**src/rtl/core_fetch_prefetch.sv**
```systemverilog
// rtl/core_fetch_prefetch.sv - instruction prefetch queue between the bus fetch port and decode
//
// Fetches sequential instruction words over a single-outstanding read bus
// and buffers up to DEPTH of them, each tagged with its word address. The
// oldest buffered word is presented to decode. A flush redirects fetching
// to a new target and discards everything queued or still in flight.
//
// Optional feature macro: PREFETCH_ABORT_EN
//   When defined, each response carries a fault bit (bus_fault). A faulting
//   word is flagged on insn_abort when it reaches the head, and no further
//   requests are issued until the next flush.
//
// Ports:
//   clk         in   1   core clock
//   rst_n       in   1   asynchronous active-low reset
//   flush       in   1   redirect: drop queued and in-flight data, refetch from target
//   target      in   30  word address to fetch after a flush
//   stall       in   1   decode does not consume the head this cycle
//   bus_start   out  1   read request, held until bus_ready
//   bus_addr    out  30  word address of the outstanding request
//   bus_ready   in   1   read data valid this cycle; ends the request
//   bus_data    in   32  read data
//   bus_fault   in   1   (PREFETCH_ABORT_EN) response is faulting
//   insn        out  32  head instruction word
//   insn_pc     out  30  word address of insn
//   insn_valid  out  1   head is valid (queue not empty and no flush)
//   insn_abort  out  1   (PREFETCH_ABORT_EN) head word faulted
module core_fetch_prefetch #(
  parameter int          DEPTH    = 4,
  parameter logic [29:0] RESET_PC = 30'h0
) (
  input  logic        clk,
  input  logic        rst_n,
  input  logic        flush,
  input  logic [29:0] target,
  input  logic        stall,
  output logic        bus_start,
  output logic [29:0] bus_addr,
  input  logic        bus_ready,
  input  logic [31:0] bus_data,
`ifdef PREFETCH_ABORT_EN
  input  logic        bus_fault,
  output logic        insn_abort,
`endif
  output logic [31:0] insn,
  output logic [29:0] insn_pc,
  output logic        insn_valid
);

  localparam int PW = $clog2(DEPTH);
  localparam int CW = PW + 1;
  localparam logic [CW-1:0] FULL    = CW'(DEPTH);
  localparam logic [CW-1:0] CNT_ONE = CW'(1);
  localparam logic [PW-1:0] PTR_ONE = PW'(1);

  typedef enum logic [1:0] {
    S_IDLE = 2'd0,
    S_WAIT = 2'd1,
    S_DROP = 2'd2
  } state_t;

  state_t        state;
  logic [29:0]   fetch_pc;
  logic [PW-1:0] rd_ptr;
  logic [PW-1:0] wr_ptr;
  logic [CW-1:0] count;
  logic [31:0]   data_mem [DEPTH];
  logic [29:0]   pc_mem   [DEPTH];
  logic          push;
  logic          pop;
  logic          can_start;

`ifdef PREFETCH_ABORT_EN
  logic [DEPTH-1:0] fault_mem;
  logic             abort_hold;

  // A faulting word stops prefetching until decode redirects us.
  assign can_start  = (count < FULL) && !abort_hold;
  assign insn_abort = fault_mem[rd_ptr] & insn_valid;
`else
  assign can_start  = (count < FULL);
`endif

  // flush masks the head in the same cycle so decode never sees a stale word.
  assign insn_valid = (count != '0) && !flush;
  assign insn       = data_mem[rd_ptr];
  assign insn_pc    = pc_mem[rd_ptr];

  // Only a response to a live (non-dropped) request is queued; flush wins.
  assign push = (state == S_WAIT) && bus_ready && !flush;
  assign pop  = insn_valid && !stall;

  // Fetch sequencer. bus_start/bus_addr are registered alongside the state.
  always_ff @(posedge clk or negedge rst_n) begin
    if (!rst_n) begin
      state     <= S_IDLE;
      bus_start <= 1'b0;
      bus_addr  <= '0;
      fetch_pc  <= RESET_PC;
    end else begin
      case (state)
        S_IDLE: begin
          bus_addr <= fetch_pc;
          if (flush) begin
            fetch_pc <= target;
          end else if (can_start) begin
            state     <= S_WAIT;
            bus_start <= 1'b1;
          end
        end
        S_WAIT: begin
          if (flush) begin
            fetch_pc <= target;
            if (bus_ready) begin
              state     <= S_IDLE;
              bus_start <= 1'b0;
            end else begin
              // The bus cannot cancel; keep the request up and discard its data.
              state <= S_DROP;
            end
          end else if (bus_ready) begin
            fetch_pc  <= fetch_pc + 30'd1;
            state     <= S_IDLE;
            bus_start <= 1'b0;
          end
        end
        S_DROP: begin
          if (flush) begin
            fetch_pc <= target;
          end
          if (bus_ready) begin
            state     <= S_IDLE;
            bus_start <= 1'b0;
          end
        end
        default: begin
          state     <= S_IDLE;
          bus_start <= 1'b0;
        end
      endcase
    end
  end

  // Word queue. Pointers wrap naturally since DEPTH is a power of two.
  always_ff @(posedge clk or negedge rst_n) begin
    if (!rst_n) begin
      rd_ptr <= '0;
      wr_ptr <= '0;
      count  <= '0;
      for (int i = 0; i < DEPTH; i++) begin
        data_mem[i] <= '0;
        pc_mem[i]   <= '0;
      end
`ifdef PREFETCH_ABORT_EN
      fault_mem  <= '0;
      abort_hold <= 1'b0;
`endif
    end else if (flush) begin
      count  <= '0;
      rd_ptr <= wr_ptr;
`ifdef PREFETCH_ABORT_EN
      abort_hold <= 1'b0;
`endif
    end else begin
      if (push) begin
        data_mem[wr_ptr] <= bus_data;
        pc_mem[wr_ptr]   <= bus_addr;
        wr_ptr           <= wr_ptr + PTR_ONE;
`ifdef PREFETCH_ABORT_EN
        fault_mem[wr_ptr] <= bus_fault;
        if (bus_fault) begin
          abort_hold <= 1'b1;
        end
`endif
      end
      if (pop) begin
        rd_ptr <= rd_ptr + PTR_ONE;
      end
      if (push && !pop) begin
        count <= count + CNT_ONE;
      end else if (!push && pop) begin
        count <= count - CNT_ONE;
      end
    end
  end

endmodule
```
**config.mk**
```make
export PLATFORM = sky130hd
export DESIGN_NAME = core_fetch_prefetch
export DESIGN_NICKNAME = d
export VERILOG_FILES = /design/src/rtl/core_fetch_prefetch.sv
export SDC_FILE = /design/constraint.sdc
export NUM_CORES = 1
export LEC_CHECK = 0
export ABC_AREA = 1
export BUFFER_PORTS_ARGS = -buffer_cell sky130_fd_sc_hd__buf_2
export CAP_MARGIN = 20
export CORE_ASPECT_RATIO = 0.5
export CORE_MARGIN = 2
export CORE_UTILIZATION = 55
export CTS_BUF_LIST = sky130_fd_sc_hd__clkbuf_8
export DETAILED_ROUTE_END_ITERATION = 12
export PLACE_DENSITY = 0.75
export SETUP_SLACK_MARGIN = 0.5
export SLEW_MARGIN = 30
export SYNTH_ARGS = -nofsm -noshare
export SYNTH_HDL_FRONTEND = slang
export SYNTH_SLANG_ARGS = --single-unit
```
**constraint.sdc**
```tcl
create_clock -name clk -period 4 [get_ports clk]
set_clock_uncertainty 0.15 [all_clocks]
set_input_delay 0.6 -clock clk [delete_from_list [all_inputs] [get_ports clk]]
set_output_delay 0.6 -clock clk [all_outputs]
set_load 0.1 [all_outputs]
```
==> results.sh <==
export IMPL_syn_to_final_growth_pct=11.7
export IMPL_fp_coreArea_sq_um=26400
export IMPL_hold_start="target[4]"
export IMPL_antenna_found_initial=0
export IMPL_r2r_end="fetch_pc[13]"
export IMPL_cts_path_max_buffers=3
export IMPL_ys_seq_elements=318
export IMPL_synth_xor_area_share_pct=0.356
export IMPL_synth_top_family_by_area="simple AND/OR/NAND/NOR gates"
export IMPL_grt_first_pass_wirelength_mm=60.7
export IMPL_ios=161
export IMPL_synth_edf_count=0
export IMPL_min_delay_path_depth=3
export IMPL_grt_total_usage_pct=26.6
export IMPL_finalSetupTns_ns=0
export IMPL_fp_dieH_um=120
export IMPL_post_route_period_util_pct=83.7
export IMPL_grt_max_degree=114
export IMPL_start_util_pct=55.9
export IMPL_synth_area_leaders="dfrtp_1, nand2_1, o21ai_1, o21ai_0, nor2_1"
export IMPL_worstHoldPathType="primary input to register"
export IMPL_grt_overflow=0
export IMPL_slew_headroom_pct=39.2
export IMPL_rows=42
export IMPL_crit_required_ns=3.25
export IMPL_avgSynthCellArea_sq_um=8.25
export IMPL_cp_start_kind="register"
export IMPL_syn_area_sq_um=14700
export IMPL_regToRegStartpoint="state[0]"
export IMPL_drv_slew=0
export IMPL_final_util_pct=62.4
export IMPL_die_x_um=236
export IMPL_fin_nets=1985
export IMPL_drc_errors=0
export IMPL_ys_warn_count=0
export IMPL_drt_total_wl_mm=37.3
export IMPL_antenna_cells=0
export IMPL_whs_endpoint="fetch_pc[4]"
export IMPL_synth_compound_area_share_pct=18.2
export IMPL_ys_flop_type="dfrtp_1"
export IMPL_drt_iter0_markers=1107
export IMPL_synth_distinct_cells=34
export IMPL_num_vias=12582
export IMPL_hold_viol=0
export IMPL_cpPeakStageDelay_ns=0.63
export IMPL_yosys_area_top_type_share_pct=54.0
export IMPL_synthCells=1788
export IMPL_synth_top_cells_by_count="nand2_1, dfrtp_1, o21ai_1, nor2_1, o21ai_0"
export IMPL_critPathSlowestCell="dfrtp_4"
export IMPL_rsz0062_at_grt="false"
export IMPL_drtAntennaViolNets=0
export IMPL_viasPerCell=5.49
export IMPL_clock_sinks=318
export IMPL_min_period_ns=3.35
export IMPL_yosys_area_share_adder_pct=0.899
export IMPL_cts_tree="yes"
export IMPL_crit_chain="buf_12 > o21ai_0 > o22ai_1 > buf_2"
export IMPL_drive_above_1_share_pct=14.3
export IMPL_port_buffers=160
export IMPL_final_instance_count_excl_fill=2291
export IMPL_muxShareOfSynthArea_pct=0
export IMPL_yosysSeqAreaShare_pct=54.0
export IMPL_fmax_ghz=0.299
export IMPL_design_area_sq_um=16500
export IMPL_dp_hpwl_mm=23.3
export IMPL_cts_reportedPaths_clkPinSlew_ns=0.07
export IMPL_die_area_sq_um=28200
export IMPL_synth_simple_area_share_pct=19.2
export IMPL_synthArstFlopShare_pct=100
export IMPL_place_inst=2212
export IMPL_drv_cap=0
export IMPL_wl_per_cell_um=16.3
export IMPL_setup_viol=0
export IMPL_end_kind="output port"
export IMPL_reg2reg_depth=9
export IMPL_criticalPathCategory="register to output port"
export IMPL_cts_repair_resized=0
export IMPL_numCtsBuffers=45
export IMPL_reg2reg_setup_slack_ns=1.37
export IMPL_tightest_slew_ns=0.913
export IMPL_grt_pass1_vias=11882
export IMPL_synth_fp_nets=1865
export IMPL_crit_fanout=100
export IMPL_synth_top_area_cell="dfrtp_1"
export IMPL_htreeDepth=2
export IMPL_finalWeightedCongestion=0.922
export IMPL_clk_latency_ns=0.57
export IMPL_dpl_cell_area_sq_um=15600
export IMPL_crit_arrival_ns=2.60
export IMPL_dr_pass1_iters=6
export IMPL_yosys_cell_count_top_type="nand2_1"
export IMPL_root_buffer="clkbuf_8"
export IMPL_status="finished, final reports clean"
==> state kept, by name, indices dropped and copies added, names as in the netlist <==
signal,flops
rd_ptr,2
data_mem,128
state,2
count,3
bus_addr,30
bus_start,1
wr_ptr,2
pc_mem,120
fetch_pc,30
==> timing repair <==
item | CTS | global route
hold endpoints to repair | 69 | 0
buffers inserted | 0 | 0
hold buffers | 1 | 0
==> logic make-up (layout without fill, tap and decap cells) <==
kind of cell / Yosys count / count (layout)
xor gates and xnor gates: 6 / 6
AOI/OAI and AO/OA: 514 / 514
adders and majority gates: 10 / 10
DFF: 318 / 318
buffers and inverters: 225 / 376
and+or+nand+nor: 715 / 715
==> cell type report <==
| class | instances | area [sq um] |
|---|---|---|
| clock buffer | 57 | 785 |
| tap | 352 | 440 |
| sequential | 318 | 7960 |
| fill | 2344 | 9910 |
| timing repair buffer | 184 | 1060 |
| clock inverter | 21 | 91.3 |
| multi-input combinational | 1245 | 5700 |
| inverter | 114 | 432 |
==> critical path, delay by kind of cell (launching register included) <==
family | cells | cell delay (ns)
flops | 1 | 0.63
buf+inv | 2 | 0.88
compound gates | 2 | 0.42
==> worst max-delay path by stage <==
stage | from | endpoint | slack [ns] | cells after the start
6_report | rd_ptr[0] | insn[4] | 0.65 | 4
5_1_grt | rd_ptr[0] | insn_pc[2] | 0.53 | 5
4_1_cts | rd_ptr[0] | insn_pc[4] | 0.64 | 5
3_5_place_dp | rd_ptr[0] | insn_pc[4] | 1.28 | 5
3_3_place_gp | rd_ptr[0] | insn_pc[2] | 1.31 | 5
2_1_floorplan | rd_ptr[1] | insn[0] | 0.76 | 5
==> metal layers <==
layer / track usage (%) / share of wire [%] / up-vias
met3: 4.46 / 5.9 / 53
met5: 0 / 0 / -
met4: 7.60 / 2.0 / 0
met2: 42.0 / 46 / 362
li1: - / - / 6123
met1: 38.3 / 46 / 6044
==> cell usage in the layout, fill, tap and decap left out, types with 4 or more instances in the layout <==
cell	instances
nand2_1	440
dfrtp_1	316
o21ai_1	236
nor2_1	212
o21ai_0	193
buf_2	159
inv_1	122
o22ai_1	62
clkbuf_8	57
nand3_1	41
buf_4	18
a21oi_1	10
clkinv_2	8
ha_1	8
o21ai_2	6
nand2_4	5
buf_12	5
nor2_2	4
==> stage by stage <==
stage          setup WS [ns]  hold slack [ns]
6_report               0.653            0.170
5_1_grt                0.525            0.161
4_1_cts                0.638            0.135
3_5_place_dp            1.28            0.318
3_3_place_gp            1.31            0.310
2_1_floorplan          0.762            0.154
Power is not shown: default switching activity piles up to over one toggle a cycle in this logic, so the estimate is an artifact.
